<file path="config.mk">
export PLATFORM = sky130hd
export DESIGN_NAME = video_timing_gen
export DESIGN_NICKNAME = d
export VERILOG_FILES = /design/src/rtl/video_timing_gen.sv
export SDC_FILE = /design/constraint.sdc
export NUM_CORES = 1
export LEC_CHECK = 0
export CAP_MARGIN = 20
export CORE_UTILIZATION = 52
export DETAILED_ROUTE_END_ITERATION = 7
export PLACE_DENSITY = 0.83
export SLEW_MARGIN = 25
export SYNTH_ARGS = -nofsm -noshare
export SYNTH_HDL_FRONTEND = slang
export SYNTH_SLANG_ARGS = --single-unit
</file>
<file path="constraint.sdc">
create_clock -name pix_clk -period 2.65 [get_ports pix_clk]
set_input_delay 0.795 -clock pix_clk [delete_from_list [all_inputs] [get_ports pix_clk]]
set_output_delay 0.795 -clock pix_clk [all_outputs]
set_load 0.02 [all_outputs]
</file>
<file path="src/rtl/video_timing_gen.sv">
// Raster timing and test-pattern generator for the ADV7513 path, pix_clk domain.
// Define VIDEO_TIMING_GEN_PATTERN_EN to build the runtime pattern selector; otherwise rgb is the shadowed solid colour.
module video_timing_gen #(
  parameter int H_ACTIVE = 640,
  parameter int H_FP     = 16,
  parameter int H_SYNC   = 96,
  parameter int H_BP     = 48,
  parameter int V_ACTIVE = 480,
  parameter int V_FP     = 10,
  parameter int V_SYNC   = 2,
  parameter int V_BP     = 33,
  parameter int HS_POL   = 0,
  parameter int VS_POL   = 0,
  localparam int H_TOTAL = H_ACTIVE + H_FP + H_SYNC + H_BP,
  localparam int V_TOTAL = V_ACTIVE + V_FP + V_SYNC + V_BP,
  localparam int XW      = $clog2(H_TOTAL),
  localparam int YW      = $clog2(V_TOTAL)
) (
  input  logic          pix_clk,
  input  logic          RST_N,
  input  logic          en,
  input  logic [1:0]    mode,
  input  logic [23:0]   solid_rgb,
  output logic          de,
  output logic          hsync,
  output logic          vsync,
  output logic [XW-1:0] x,
  output logic [YW-1:0] y,
  output logic          frame_start,
  output logic          line_start,
  output logic [23:0]   rgb
);

  // Region boundaries as counter-width constants; "last" values are inclusive so a
  // zero back porch never needs a value one past the counter range.
  localparam logic [XW-1:0] H_LAST    = XW'(H_TOTAL - 1);
  localparam logic [XW-1:0] H_ACT_END = XW'(H_ACTIVE);
  localparam logic [XW-1:0] HS_FIRST  = XW'(H_ACTIVE + H_FP);
  localparam logic [XW-1:0] HS_LAST   = XW'(H_ACTIVE + H_FP + H_SYNC - 1);
  localparam logic [YW-1:0] V_LAST    = YW'(V_TOTAL - 1);
  localparam logic [YW-1:0] V_ACT_END = YW'(V_ACTIVE);
  localparam logic [YW-1:0] VS_FIRST  = YW'(V_ACTIVE + V_FP);
  localparam logic [YW-1:0] VS_LAST   = YW'(V_ACTIVE + V_FP + V_SYNC - 1);
  localparam logic          HS_ON     = (HS_POL != 0);
  localparam logic          VS_ON     = (VS_POL != 0);

  logic          run_q;
  logic [XW-1:0] h_q, h_d;
  logic [YW-1:0] v_q, v_d;
  logic [23:0]   colour_q, colour_d;

  logic          de_q, de_d;
  logic          hs_q, hs_d;
  logic          vs_q, vs_d;
  logic          fs_q, fs_d;
  logic          ls_q, ls_d;
  logic [XW-1:0] x_q, x_d;
  logic [YW-1:0] y_q, y_d;
  logic [23:0]   rgb_q, rgb_d;

  logic          pix_valid;
  logic          frame_origin;
  logic          shadow_load;
  logic          h_active, v_active;
  logic          h_in_sync, v_in_sync;
  logic [23:0]   pattern_rgb;

  // run_q delays the first counted pixel by one edge after enable, so pixel (0,0)
  // appears on the second edge exactly as it does after reset release.
  assign pix_valid    = en & run_q;
  assign frame_origin = (h_q == '0) && (v_q == '0);
  assign shadow_load  = ~pix_valid | frame_origin;

  assign h_active  = (h_q < H_ACT_END);
  assign v_active  = (v_q < V_ACT_END);
  assign h_in_sync = (h_q >= HS_FIRST) && (h_q <= HS_LAST);
  assign v_in_sync = (v_q >= VS_FIRST) && (v_q <= VS_LAST);

  // The value taken at the frame origin is used for that pixel too, so a frame
  // is rendered entirely from one sample of the inputs.
  assign colour_d = shadow_load ? solid_rgb : colour_q;

`ifdef VIDEO_TIMING_GEN_PATTERN_EN
  typedef enum logic [1:0] {
    PAT_SOLID    = 2'd0,
    PAT_BARS     = 2'd1,
    PAT_CHECKER  = 2'd2,
    PAT_GRADIENT = 2'd3
  } pattern_e;

  pattern_e    mode_q, mode_d;
  logic [7:0]  h_lo, v_lo;
  logic [2:0]  bar_idx;

  assign mode_d = shadow_load ? pattern_e'(mode) : mode_q;
  assign h_lo   = 8'(h_q);
  assign v_lo   = 8'(v_q);

  function automatic logic [XW-1:0] bar_edge(input int k);
    return XW'(k * H_ACTIVE / 8);
  endfunction

  function automatic logic [23:0] bar_colour(input logic [2:0] idx);
    case (idx)
      3'd0:    return 24'hFFFFFF;
      3'd1:    return 24'hFFFF00;
      3'd2:    return 24'h00FFFF;
      3'd3:    return 24'h00FF00;
      3'd4:    return 24'hFF00FF;
      3'd5:    return 24'hFF0000;
      3'd6:    return 24'h0000FF;
      default: return 24'h000000;
    endcase
  endfunction

  // Bar index = number of elaboration-time edges already passed; no divider.
  always_comb begin
    bar_idx = '0;
    for (int k = 1; k < 8; k++) begin
      if (h_q >= bar_edge(k)) bar_idx = bar_idx + 3'd1;
    end
  end

  always_comb begin
    // NOTE: every combinational output gets a default first so no path can infer a latch.
    pattern_rgb = colour_d;
    case (mode_d)
      PAT_SOLID:    pattern_rgb = colour_d;
      PAT_BARS:     pattern_rgb = bar_colour(bar_idx);
      PAT_CHECKER:  pattern_rgb = (h_lo[5] ^ v_lo[5]) ? 24'hFFFFFF : 24'h000000;
      PAT_GRADIENT: pattern_rgb = {h_lo, v_lo, h_lo ^ v_lo};
    endcase
  end

  always_ff @(posedge pix_clk or negedge RST_N) begin
    if (!RST_N) mode_q <= PAT_SOLID;
    else        mode_q <= mode_d;
  end
`else
  logic unused_mode;

  assign unused_mode = ^mode;
  assign pattern_rgb = colour_d;
`endif

  always_comb begin
    h_d = h_q;
    v_d = v_q;
    if (!en) begin
      h_d = '0;
      v_d = '0;
    end else if (run_q) begin
      if (h_q == H_LAST) begin
        h_d = '0;
        v_d = (v_q == V_LAST) ? '0 : v_q + YW'(1);
      end else begin
        h_d = h_q + XW'(1);
      end
    end
  end

  always_comb begin
    de_d  = 1'b0;
    hs_d  = ~HS_ON;
    vs_d  = ~VS_ON;
    fs_d  = 1'b0;
    ls_d  = 1'b0;
    x_d   = '0;
    y_d   = '0;
    rgb_d = '0;
    if (pix_valid) begin
      de_d = h_active & v_active;
      hs_d = h_in_sync ? HS_ON : ~HS_ON;
      vs_d = v_in_sync ? VS_ON : ~VS_ON;
      fs_d = frame_origin;
      ls_d = (h_q == '0);
      x_d  = h_q;
      y_d  = v_q;
      if (h_active && v_active) rgb_d = pattern_rgb;
    end
  end

  // NOTE: state is updated with non-blocking assignments so every register samples pre-edge values.
  always_ff @(posedge pix_clk or negedge RST_N) begin
    if (!RST_N) begin
      run_q    <= 1'b0;
      h_q      <= '0;
      v_q      <= '0;
      colour_q <= '0;
      de_q     <= 1'b0;
      hs_q     <= ~HS_ON;
      vs_q     <= ~VS_ON;
      fs_q     <= 1'b0;
      ls_q     <= 1'b0;
      x_q      <= '0;
      y_q      <= '0;
      rgb_q    <= '0;
    end else begin
      run_q    <= en;
      h_q      <= h_d;
      v_q      <= v_d;
      colour_q <= colour_d;
      de_q     <= de_d;
      hs_q     <= hs_d;
      vs_q     <= vs_d;
      fs_q     <= fs_d;
      ls_q     <= ls_d;
      x_q      <= x_d;
      y_q      <= y_d;
      rgb_q    <= rgb_d;
    end
  end

  assign de          = de_q;
  assign hsync       = hs_q;
  assign vsync       = vs_q;
  assign frame_start = fs_q;
  assign line_start  = ls_q;
  assign x           = x_q;
  assign y           = y_q;
  assign rgb         = rgb_q;

endmodule

</file>
==> reports/results.tsv, run 1 <==
stage	metric	value	unit
status	status	finished, final reports clean	
die	chip height	93.35	um
route	Vias per Instance	6.034	
sta	final setup vio count	0	
global_route	initial antenna violation count	0	
clock_tree	H-tree depth	3	
flow_run	Max-Cap Viols	0	
worst_setup_path	WP buf/inv	1	
sta	slew margin rel.	0.5989	
final_layout	antenna cell count	0	
clock_tree	Worst-path clk slew	80	ps
final_layout	commonest non-fill, non-tap cell in the layout	dfrtp_1	
yosys	synth top area cells	dfrtp_1, o211ai_2, a22oi_1, nor4_1, a21oi_1	
worst_setup_path	CP top delay family	buffers and inverters	
global_route	vias in the first global route	3482	
route	DRC errors left	0	
worst_setup_path	Worst Path Required	1860	ps
die	Core Rows	32	
placed_design	dpl hpwl	6674	um
die	Core Box Area	7888	um2
clock_tree	post-CTS sizing	0	
final_layout	FF+latch area	2355	um2
sta	crit share post-route	0.8544	
clock_tree	# hold bufs at CTS	0	
clock_tree	Clock Sinks	94	
worst_setup_path	Critical Path Max Stage Delay	590	ps
yosys	Yosys reg bits	94	
sta	Sum Neg Setup Slack	0	ps
final_layout	Syn-to-layout area delta	24.02	%
final_layout	Net count, final	523	
sta	RSZ-0062 raised after global routing	no	
clock_tree	CTS tree	built	
placed_design	Post-Place Worst Slack	131.7	ps
clock_tree	Setup Fix Bufs, Post-CTS	0	
route	DR vias	3596	
yosys	Post-synth EDFFs	0	
final_layout	area occupied by multi-input gates	1700	um2
yosys	syn_area_per_cell	10.16	um2
power_and_ir_drop	Design Power	2.844	mW
route	WL final	10180	um
sta	final setup margin	385.9	ps
global_route	total gr overflow	0	
die	I/O Pins	78	
sta	max-slew violations	0	
worst_setup_path	CP cell instances	clkdlybuf4s50_1	
yosys	synthesized area	4339	um2
yosys	sequential fraction of the synthesis area	0.5427	
route	Final ANT Viol Nets	0	
global_route	Total Routing Usage GR	0.2517	
yosys	library cells used by synthesis	43	
yosys	predominant post-synthesis flop cell	dfrtp_1	
clock_tree	CTS buffer count	9	
worst_hold_path	worst hold path type	input pin to async pin	
global_route	first-pass GRT wire length	16750	um
route	WL/cell	17.09	um
sta	worst-margin pin slew	601.6	ps
worst_setup_path	slowest cell on the critical path	clkdlybuf4s50_1	
worst_setup_path	CP Capture Type	output port	
worst_setup_path	kind of critical path	flop to output port	
power_and_ir_drop	leakage	2.454	nW
power_and_ir_drop	VDD IR max	0.3108	mV
sta	fmax	0.4417	GHz
yosys	top cell type's share of synthesized area	0.5306	
placed_design	I/O Buffers	75	
route	initial DRC count	184	
die	Die X	93.35	um
yosys	syn_nets	460	
final_layout	share of cells above drive strength 1	0.1113	
yosys	Yosys warning total	0	
sta	Fin. Hold Viols	0	
clock_tree	worst skew pair latency	360	ps
sta	shortest period the worst path allows	2264	ps
die	DIE AREA	8714	um2
final_layout	commonest cells after routing, fill and taps aside	dfrtp_1, clkdlybuf4s50_1, nand2_1	
worst_setup_path	Arrival @ worst endpoint	1470	ps
route	DR pass1 iterations	5	
sta	clock skew	8.336	ps
power_and_ir_drop	P per Cell Area	528.4	nW/um2
global_route	pin count of the biggest net entering global routing	49	
yosys	ys async rst share	1.000	
yosys	cell taking the most area after synthesis	dfrtp_1	
worst_setup_path	critical path startpoint category	flop	
placed_design	Placer Congestion	0.8698	
clock_tree	Root Buffer	clkbuf_8	
clock_tree	CTS Buffer Depth	2	
worst_setup_path	Worst Path Max Fanout	1	
die	starting density of the core	0.5501	
final_layout	Fill cells	599	
yosys	Syn Inst Count	427	
-- layout make-up --
cell class                      count  share of cell area
Tap cell                          102             0.02372
Clock inverter                      4            0.008835
Inverter                           29             0.02023
Sequential cell                    94              0.4376
Timing Repair Buffer               92              0.1674
Clock buffer                       11             0.02627
Multi-Input combinational cell    264              0.3160
-- report_power, final --
group	switching, mW	total (mW)	internal [mW]
clock network	0.477	0.931	0.454
logic	0.224	0.381	0.157
registers	0.0288	1.53	1.50
-- Yosys cell counts (5+ instances only) --
cell type,instances
a21oi_1,27
and3_1,21
o211ai_2,19
clkbuf_1,35
a31oi_1,5
o211ai_1,5
or3_1,5
nor4_1,26
nand3_1,10
nand2_1,36
nor2_1,19
a22oi_1,24
nor3_1,11
nand4_1,7
dfrtp_1,92
inv_1,29
-- flip-flops by register name, summed over array words and instances (netlist names) --
register,cells
v_q,10
hsync,1
line_start,1
frame_start,1
de,1
h_q,10
y,10
rgb,24
run_q,1
vsync,1
x,10
colour_q,24
-- path summary, 6_finish.rpt --
kind	from	to	slack [ps]	cells past startpoint
min in group pix_clk	colour_q[7]	colour_q[7]	520	2
worst min-delay path	RST_N	y[9]	440	1
worst max-delay path	vsync	vsync	390	1
worst max register to register	v_q[7]	v_q[2]	420	5
max in group asynchronous	RST_N	colour_q[15]	1560	2
worst min register to register	colour_q[7]	colour_q[7]	520	2
-- cell families (layout without fill, tap and decap cells) --
| family | Yosys count | count (layout) | share of synthesized area |
|---|---|---|---|
| xor gates and xnor gates | 6 | 6 | 0.01211 |
| DFF | 94 | 94 | 0.5427 |
| adders and majority gates | 4 | 4 | 0.01153 |
| buffers and inverters | 69 | 136 | 0.06546 |
| muxes | 1 | 1 | 0.002307 |
| AOI/OAI and AO/OA | 99 | 99 | 0.1771 |
| and+or+nand+nor | 154 | 154 | 0.1889 |
-- metal layers --
layer | wire, um | up-vias | GRT usage
li1 | - | 1663 | -
met4 | 225 | 0 | 0.1359
met2 | 5045 | 176 | 0.4056
met3 | 664 | 20 | 0.03577
met1 | 4248 | 1737 | 0.3297
met5 | 0 | - | 0
-- through the flow --
stage | cell area [um2] | utilization | hold WS (ps) | instances
after floorplan | 4339 | - | 487.6 | 427
after global placement | 5192 | 0.6583 | 501.4 | 581
after detailed placement | 5192 | 0.6583 | 509.4 | 581
after CTS | 5381 | 0.6823 | 450.8 | 596
after global routing | 5381 | 0.6823 | 479.0 | 596
final | 5381 | 0.6823 | 438.2 | 596
No activity file was read; power rests on OpenSTA's default activity.
==> run 2, diff against run 1 <==
--- a/config.mk
+++ b/config.mk
@@ -6,10 +6,12 @@
 export NUM_CORES = 1
 export LEC_CHECK = 0
 export CAP_MARGIN = 20
-export CORE_UTILIZATION = 52
+export CORE_UTILIZATION = 57
 export DETAILED_ROUTE_END_ITERATION = 7
-export PLACE_DENSITY = 0.83
+export HOLD_SLACK_MARGIN = 0.05
+export PLACE_DENSITY = 0.9
 export SLEW_MARGIN = 25
 export SYNTH_ARGS = -nofsm -noshare
 export SYNTH_HDL_FRONTEND = slang
 export SYNTH_SLANG_ARGS = --single-unit
+export TNS_END_PERCENT = 50
==> constraint.sdc (replaced) <==
create_clock -name pix_clk -period 2.86 [get_ports pix_clk]
set_input_delay 0.858 -clock pix_clk [delete_from_list [all_inputs] [get_ports pix_clk]]
set_output_delay 0.858 -clock pix_clk [all_outputs]
set_load 0.02 [all_outputs]
==> run 2 against run 1 <==
Net effect:
- sequential power down 7%
- routed wire length up 7.1%
- register-to-register slack better by 150 ps
- clock skew up 1.8 ps
- critical path type unchanged
- largest power group unchanged
- highest routed layer unchanged
==> reports/results.tsv, run 2 (synthesis results as in run 1) <==
stage	metric	value	unit	change
worst_setup_path	number of cells on the worst reg-to-reg path	7		+2
route	Vias per Instance	6.261		+3.8%
global_route	initial antenna violation count	0		unchanged
clock_tree	Worst-path clk slew	90	ps	about the same
worst_setup_path	Worst Path Max Fanout	1		unchanged
clock_tree	CTS Buffer Depth	2		unchanged
worst_setup_path	Critical Path Max Stage Delay	590	ps	about the same
global_route	pin count of the biggest net entering global routing	46		-6.1%
final_layout	Fill cells	467		-22%
route	DR pass1 iterations	7		+2
worst_setup_path	critical path startpoint category	flop		
placed_design	area post-placement	5181	um2	-0.22%
sta	worst-margin pin slew	814.6	ps	+213.0 ps
worst_setup_path	Worst Path Required	2000	ps	+140 ps
clock_tree	Clock Sinks	94		unchanged
clock_tree	worst skew pair latency	360	ps	about the same
die	chip height	89.25	um	-4.4%
placed_design	dpl hpwl	7000	um	+4.9%
sta	final setup vio count	0		unchanged
placed_design	I/O Buffers	75		unchanged
final_layout	commonest non-fill, non-tap cell in the layout	dfrtp_1		
sta	RSZ-0062 raised after global routing	no		
route	DR vias	3713		+3.3%
global_route	first-pass GRT wire length	17480	um	+4.4%
global_route	Total Routing Usage GR	0.2918		+0.04010
worst_setup_path	WP buf/inv	1		unchanged
route	Final ANT Viol Nets	0		unchanged
worst_setup_path	Crit path depth	1		unchanged
die	I/O Pins	78		unchanged
clock_tree	H-tree depth	3		unchanged
clock_tree	Setup Fix Bufs, Post-CTS	0		unchanged
die	Core Rows	31		-3.1%
clock_tree	CTS tree	built		
die	Die X	89.25	um	-4.4%
final_layout	Finished Core Util	0.7411		+0.05881
route	WL final	10910	um	+7.1%
worst_setup_path	CP Capture Type	output port		
clock_tree	CTS buffer count	9		unchanged
worst_setup_path	Arrival @ worst endpoint	1490	ps	+20 ps
global_route	total gr overflow	0		unchanged
final_layout	antenna cell count	0		unchanged
final_layout	commonest cells after routing, fill and taps aside	dfrtp_1, clkdlybuf4s50_1, nand2_1		
flow_run	Max-Cap Viols	0		unchanged
sta	crit share post-route	0.8196		
final_layout	Net count, final	522		-0.19%
route	WL/cell	18.39	um	+7.6%
power_and_ir_drop	VDD IR max	0.3140	mV	+1.0%
sta	Fin. Hold Viols	0		unchanged
sta	Hold Slack	506.0	ps	+67.79 ps
global_route	vias in the first global route	3694		+6.1%
clock_tree	post-CTS sizing	0		unchanged
route	DRC errors left	0		unchanged
clock_tree	# hold bufs at CTS	0		unchanged
power_and_ir_drop	P per Cell Area	508.5	nW/um2	-3.8%
route	initial DRC count	362		+97%
power_and_ir_drop	leakage	2.460	nW	+0.26%
sta	fmax	0.4266	GHz	
die	Core Box Area	7292	um2	-7.6%
sta	clock skew	10.18	ps	+1.845 ps
final_layout	Syn-to-layout area delta	24.54	%	
final_layout	share of cells above drive strength 1	0.1134		+0.002024
worst_setup_path	slowest cell on the critical path	clkdlybuf4s50_1		
worst_setup_path	CP top delay family	buffers and inverters		
final_layout	final non-filler cell area	5404	um2	+0.42%
die	starting density of the core	0.5951		+0.04493
sta	slew margin rel.	0.4528		-0.1462
sta	shortest period the worst path allows	2344	ps	
sta	max-slew violations	0		unchanged
die	DIE AREA	7966	um2	-8.6%
placed_design	Placer Congestion	0.9040		+3.9%
worst_hold_path	worst hold path type	input pin to async pin		
worst_setup_path	kind of critical path	flop to output port		
clock_tree	Root Buffer	clkbuf_8		
worst_setup_path	CP cell instances	clkdlybuf4s50_1		
status	status	finished, final reports clean		
sta	Sum Neg Setup Slack	0	ps	unchanged
## run 2: changes by cell type in the layout (fill, tap and decap cells not counted)
cell and change:
buf_4 -1, bufinv_16 +1, clkbuf_1 -1, clkinvlp_4 +1
## run 2: worst paths after layout
kind	start	end	slack, ps
min in group pix_clk	colour_q[15]	colour_q[15]	530
hold reg to reg	colour_q[15]	colour_q[15]	530
max in group asynchronous	RST_N	vsync	1680
hold / removal	RST_N	x[5]	510
setup / recovery	vsync	vsync	520
setup reg to reg	v_q[0]	rgb[23]	570
## run 2: power breakdown
| part | leakage (nW) | total [mW] | internal, mW | switching (mW) |
|---|---|---|---|---|
| combinational | 1.14 | 0.359 | 0.147 | 0.212 |
| sequential | 1.22 | 1.42 | 1.39 | 0.0278 |
| clock | 0.108 | 0.969 | 0.513 | 0.456 |
## run 2: layer usage
layer,track usage,vias up,part of all wire
met3,0.05725,34,0.071
met5,0,-,0
met4,0.1299,0,0.027
met2,0.4802,197,0.50
li1,-,1660,-
met1,0.3775,1822,0.40
## run 2: layout make-up
cell class	count	area, um2	share of cell area
flip-flops and latches	94	2355	0.4357
multi-input cells	264	1700	0.3147
repair buffers	91	893.4	0.1653
clock buffers	10	137.6	0.02547
well taps	99	123.9	0.02292
inverters	29	108.9	0.02014
clock inverters	6	85.08	0.01574
## run 2: per-stage QoR
stage | std cells | setup slack, ps | total power [mW]
after floorplan | 427 | 809.8 | 1.627
after global placement | 577 | 297.1 | 1.783
after detailed placement | 577 | 248.6 | 1.801
after CTS | 593 | 503.1 | 2.749
after global routing | 593 | 439.6 | 2.840
final | 593 | 516.0 | 2.748
